<file path="src/rtl/half_adder.sv">
// ---------------------------------------------------------------------------
// half_adder
//
// Bitwise half-adder slice over a WIDTH-bit vector. Each bit position is an
// independent half adder: SUM = A ^ B and CARRY = A & B, with no carry moving
// between slices. This is the leaf cell used to build full adders and
// ripple-carry chains. Two instances plus an OR gate form one full-adder bit.
//
// Besides the zero-latency combinational outputs, the block keeps a
// registered, valid-qualified copy of the result for pipelined datapaths. It
// also keeps a sticky flag that remembers whether any captured result
// produced a carry.
//
// Ports
//   clk          rising-edge clock for the registered path
//   rst_n        asynchronous, active-low reset of the registered path
//   A, B         operands, one bit per slice
//   in_valid     A/B are captured into the registered path on this edge
//   flag_clr     synchronous clear of carry_sticky (wins over a set)
//   SUM, CARRY   combinational per-slice sum and carry
//   sum_q        registered SUM, updated only when in_valid
//   carry_q      registered CARRY, updated only when in_valid
//   out_valid    sum_q/carry_q were loaded on the previous edge
//   carry_any    combinational OR of all CARRY bits
//   carry_sticky set once any captured CARRY bit was 1, cleared by flag_clr
// ---------------------------------------------------------------------------
module half_adder #(
    parameter int WIDTH = 1
) (
    input  logic             clk,
    input  logic             rst_n,
    input  logic [WIDTH-1:0] A,
    input  logic [WIDTH-1:0] B,
    input  logic             in_valid,
    input  logic             flag_clr,
    output logic [WIDTH-1:0] SUM,
    output logic [WIDTH-1:0] CARRY,
    output logic [WIDTH-1:0] sum_q,
    output logic [WIDTH-1:0] carry_q,
    output logic             out_valid,
    output logic             carry_any,
    output logic             carry_sticky
);

    // Each slice is built on its own so it is obvious in the netlist that no
    // carry travels from one bit position to the next.
    for (genvar i = 0; i < WIDTH; i++) begin : g_slice
        assign SUM[i]   = A[i] ^ B[i];
        assign CARRY[i] = A[i] & B[i];
    end

    // Any-carry summary for the current operands. It also serves as the set
    // condition of the sticky flag, so the flag and this output agree about
    // what counts as "a carry happened".
    assign carry_any = |CARRY;

    // Registered result. The data registers only load when the operands are
    // qualified, so a consumer can keep reading the last result while the
    // input side idles.
    always_ff @(posedge clk or negedge rst_n) begin
        if (!rst_n) begin
            sum_q   <= '0;
            carry_q <= '0;
        end else if (in_valid) begin
            sum_q   <= SUM;
            carry_q <= CARRY;
        end
    end

    // out_valid is a one-cycle pulse for every capture. Back-to-back
    // in_valid keeps it high with no bubbles. A reset drops it at once,
    // which discards any capture that was in flight.
    always_ff @(posedge clk or negedge rst_n) begin
        if (!rst_n) begin
            out_valid <= 1'b0;
        end else begin
            out_valid <= in_valid;
        end
    end

    // Sticky carry flag. The clear is checked first so software can clear
    // and discard a simultaneous carry in the same cycle.
    always_ff @(posedge clk or negedge rst_n) begin
        if (!rst_n) begin
            carry_sticky <= 1'b0;
        end else if (flag_clr) begin
            carry_sticky <= 1'b0;
        end else if (in_valid && carry_any) begin
            carry_sticky <= 1'b1;
        end
    end

endmodule

</file>
<file path="config.mk">
export PLATFORM = sky130hd
export DESIGN_NAME = half_adder
export DESIGN_NICKNAME = d
export VERILOG_FILES = /design/src/rtl/half_adder.sv
export SDC_FILE = /design/constraint.sdc
export NUM_CORES = 1
export LEC_CHECK = 0
export CAP_MARGIN = 20
export CORE_AREA = 2 2 39 41
export CTS_CLUSTER_DIAMETER = 30
export DETAILED_ROUTE_END_ITERATION = 6
export DIE_AREA = 0 0 41 43
export GPL_ROUTABILITY_DRIVEN = 0
export PLACE_DENSITY = 0.34
export SYNTH_ARGS = -nofsm -noshare
export SYNTH_HDL_FRONTEND = slang
export SYNTH_SLANG_ARGS = --single-unit
</file>
<file path="constraint.sdc">
create_clock -name clk -period 0.8 [get_ports clk]
set_input_delay 0.16 -clock clk [delete_from_list [all_inputs] [get_ports clk]]
set_output_delay 0.16 -clock clk [all_outputs]
set_load 0.01 [all_outputs]
</file>
==> impl_metrics.prom <==
# TYPE chip_impl_metric gauge
chip_impl_info{name="outcome",value="complete, but fails checks"} 1
chip_impl_info{name="failed_checks",value="setup timing"} 1
chip_impl_metric{name="drv_cap",unit=""} 0
chip_impl_metric{name="drive_above_1_share",unit="%"} 70.4
chip_impl_info{name="grt_setup_unrepaired",value="yes"} 1
chip_impl_metric{name="drc",unit=""} 0
chip_impl_metric{name="finalWorstSetupSlack",unit="ps"} -104
chip_impl_metric{name="clock_tree.buffer_depth",unit=""} 2
chip_impl_metric{name="yosys.area_share.adder",unit="%"} 8.26
chip_impl_metric{name="wire_length_of_the_first_global_routing_pass",unit="µm"} 586
chip_impl_metric{name="tightestPinTransition",unit="ps"} 195
chip_impl_metric{name="globalRouteTotalUtil",unit="%"} 5.75
chip_impl_metric{name="cell_area_after_technology_mapping",unit="µm²"} 151
chip_impl_metric{name="boundaryPins",unit=""} 13
chip_impl_metric{name="cts-htree-levels",unit=""} 1
chip_impl_metric{name="die_x",unit="µm"} 41
chip_impl_metric{name="dieArea",unit="µm²"} 1760
chip_impl_metric{name="via_count_of_the_first_global_routing_pass",unit=""} 147
chip_impl_info{name="critical_path.startpoint",value="carry_q"} 1
chip_impl_metric{name="num_vias",unit=""} 145
chip_impl_metric{name="syn-mean-instance-area",unit="µm²"} 15.1
chip_impl_metric{name="cts_hold_buf",unit=""} 0
chip_impl_metric{name="cts-buffers-inserted",unit=""} 3
chip_impl_metric{name="detailedRoute.firstPassIterationCount",unit=""} 4
chip_impl_metric{name="detail_routed_net_length_per_standard_cell",unit="µm"} 9.74
chip_impl_info{name="regToRegEndpoint",value="sum_q"} 1
chip_impl_metric{name="port_buffers",unit=""} 12
chip_impl_metric{name="post-dp-hpwl",unit="µm"} 305
chip_impl_info{name="tritoncts",value="done"} 1
chip_impl_info{name="regToRegStartpoint",value="sum_q"} 1
chip_impl_metric{name="seq_cells_post_synth",unit=""} 4
chip_impl_metric{name="drt-vias-per-instance",unit=""} 3.37
chip_impl_metric{name="synth.lib_cells_used.distinct",unit=""} 6
chip_impl_info{name="clockRootBuffer",value="sky130_fd_sc_hd__clkbuf_4"} 1
chip_impl_metric{name="floorplan.rows",unit=""} 14
chip_impl_metric{name="r2r_cells",unit=""} 1
chip_impl_metric{name="min_period",unit="ps"} 904
chip_impl_metric{name="totalWireLength",unit="µm"} 419
chip_impl_metric{name="drtAntennaViolNets",unit=""} 0
chip_impl_metric{name="critical_path.max_fanout",unit=""} 2
chip_impl_metric{name="die_height",unit="µm"} 43
chip_impl_info{name="critPathCaptureType",value="output port"} 1
chip_impl_metric{name="nets",unit=""} 36
chip_impl_metric{name="synthesized_nets",unit=""} 17
chip_impl_metric{name="clock.fmax",unit="MHz"} 1110
chip_impl_metric{name="mux_cell_area_share_after_synthesis",unit="%"} 14.9
chip_impl_metric{name="syn-instance-count",unit=""} 10
chip_impl_metric{name="cts_sinks",unit=""} 4
chip_impl_metric{name="power.total",unit="µW"} 629
chip_impl_metric{name="layout-area-overhead-vs-synth",unit="%"} 114
chip_impl_metric{name="grt_antenna_before_repair",unit=""} 0
chip_impl_info{name="worst-setup-path-type",value="flop to output port"} 1
chip_impl_metric{name="min_period_over_period",unit="%"} 113
chip_impl_metric{name="synth-xor-area-share",unit="%"} 0
chip_impl_metric{name="timing.final.hold_violations",unit=""} 0
chip_impl_metric{name="required",unit="ps"} 640
chip_impl_metric{name="synth_simple_gate_area_share",unit="%"} 2.48
chip_impl_metric{name="count_of_endpoints_failing_setup_in_the_final_report",unit=""} 4
chip_impl_metric{name="cp.arrival",unit="ps"} 740
chip_impl_info{name="critical_path.startpoint_type",value="flop"} 1
chip_impl_metric{name="clock_pin_slew_on_the_worst_setup_and_hold_paths",unit="ps"} 40
chip_impl_info{name="holdCritPathClass",value="input pin to asynchronous set/reset pin"} 1
chip_impl_metric{name="drtIter0Drc",unit=""} 2
chip_impl_info{name="critical_path.slowest_cell",value="sky130_fd_sc_hd__dfrtp_1"} 1
chip_impl_metric{name="max_slew_violation_count",unit=""} 0
chip_impl_metric{name="grt_overflow",unit=""} 0
chip_impl_info{name="worst_path_cell_chain",value="buf_2"} 1
chip_impl_metric{name="initial_core_utilization",unit="%"} 10.9
chip_impl_metric{name="synth_seq_area_share",unit="%"} 66.1
chip_impl_info{name="combinational_family_with_the_most_area_after_synthesis",value="multiplexers"} 1
chip_impl_metric{name="irDropWorstVdd",unit="µV"} 834
chip_impl_metric{name="synth_compound_area_share",unit="%"} 3.31
chip_impl_metric{name="power_per_cell_area",unit="nW/µm²"} 1940
chip_impl_metric{name="ys_warn_count",unit=""} 0
chip_impl_metric{name="p_leak",unit="nW"} 0.158
chip_impl_metric{name="clock_skew",unit="ps"} 0
chip_impl_metric{name="worst-r2r-setup-slack",unit="ps"} 40
chip_impl_metric{name="core_area",unit="µm²"} 1380
chip_impl_metric{name="delay_contributed_by_the_slowest_stage_of_the_critical_path",unit="ps"} 360
chip_impl_metric{name="max_slew_margin",unit="%"} 87.0
chip_impl_metric{name="insertedDiodeCount",unit=""} 0
chip_impl_metric{name="path_buf_inv",unit=""} 1
chip_impl_metric{name="clock_latency",unit="ps"} 240
chip_impl_info{name="critical_path.top_delay_family",value="flip-flops"} 1
chip_impl_metric{name="grt_start_max_net_pins",unit=""} 5
chip_impl_metric{name="whs",unit="ps"} 125
-- synthesized netlist by cell type (all sizes together) --
master | count | area, µm²
a21oi | 1 | 5.00
buf | 1 | 7.51
dfrtp | 4 | 100
ha | 1 | 12.5
mux2 | 2 | 22.5
nor2 | 1 | 3.75
-- metal layers --
metal | part of all wire, % | global-route usage (%)
met5 | 0 | 0
met4 | 0 | 4.00
met3 | 21 | 6.28
met2 | 31 | 5.00
met1 | 48 | 7.49
-- cells by family (layout without fill, tap and decap cells) --
group | Yosys count | count (layout)
compound gates | 1 | 1
fa+ha+maj | 1 | 1
buf+inv | 1 | 18
flops | 4 | 4
mux | 2 | 2
simple gates | 1 | 1
-- repair_timing --
| action | CTS | global route |
|---|---|---|
| setup endpoints to repair | 10 | 4 |
| pin swaps | 1 | 0 |
| buffers inserted | 0 | 1 |
| gates resized for setup | 40 | 2 |
| hold endpoints to repair | 0 | 0 |
-- final cells by class --
| cell class | instances | area, µm² |
|---|---|---|
| flip-flops and latches | 4 | 100 |
| repair buffers | 15 | 121 |
| well taps | 16 | 20.0 |
| multi-input cells | 5 | 60.1 |
| clock buffers | 3 | 22.5 |
| fillers | 145 | 1060 |
-- placed cells by master (no fill, tap or decap) --
master | synthesis | final
sky130_fd_sc_hd__a21oi_2 | 0 | 1
sky130_fd_sc_hd__ha_4 | 0 | 1
sky130_fd_sc_hd__buf_2 | 0 | 5
sky130_fd_sc_hd__clkbuf_4 | 0 | 3
sky130_fd_sc_hd__dfrtp_1 | 4 | 4
sky130_fd_sc_hd__dlygate4sd2_1 | 0 | 1
sky130_fd_sc_hd__mux2_2 | 2 | 2
sky130_fd_sc_hd__nor2_1 | 1 | 1
sky130_fd_sc_hd__buf_6 | 0 | 4
sky130_fd_sc_hd__buf_4 | 1 | 3
sky130_fd_sc_hd__clkdlybuf4s50_1 | 0 | 2
-- worst max-delay path by stage --
stage | cells after the start | to
after CTS | 1 | carry_q
after detailed placement | 3 | SUM
after floorplan | 1 | carry_q
after global routing | 1 | carry_q
after global placement | 3 | SUM
final | 1 | carry_q
-- registers in the layout, summed over array words and instances, names as in the netlist --
name and count:
sum_q 1, out_valid 1, carry_q 1, carry_sticky 1
-- where the power goes --
group | leakage (nW) | switching, mW | internal [mW] | total, mW
registers | 0.0498 | 0.00891 | 0.220 | 0.229
clock network | 0.0138 | 0.0957 | 0.169 | 0.264
logic | 0.0947 | 0.0510 | 0.0839 | 0.135
total | 0.158 | 0.156 | 0.473 | 0.629
-- stage by stage --
step           worst slack [ps]  util (%)  TNS [ps]  instances  cell area, µm²
3_5_place_dp               -773      22.5     -4560         39             312
6_report                   -104      23.4      -391         43             324
2_1_floorplan              30.7         -         0         10             164
5_1_grt                    -141      23.4      -507         43             324
3_3_place_gp               -777      22.5     -4630         39             312
4_1_cts                    -118      22.2      -438         42             307
Power figures use the tool's default switching activity.
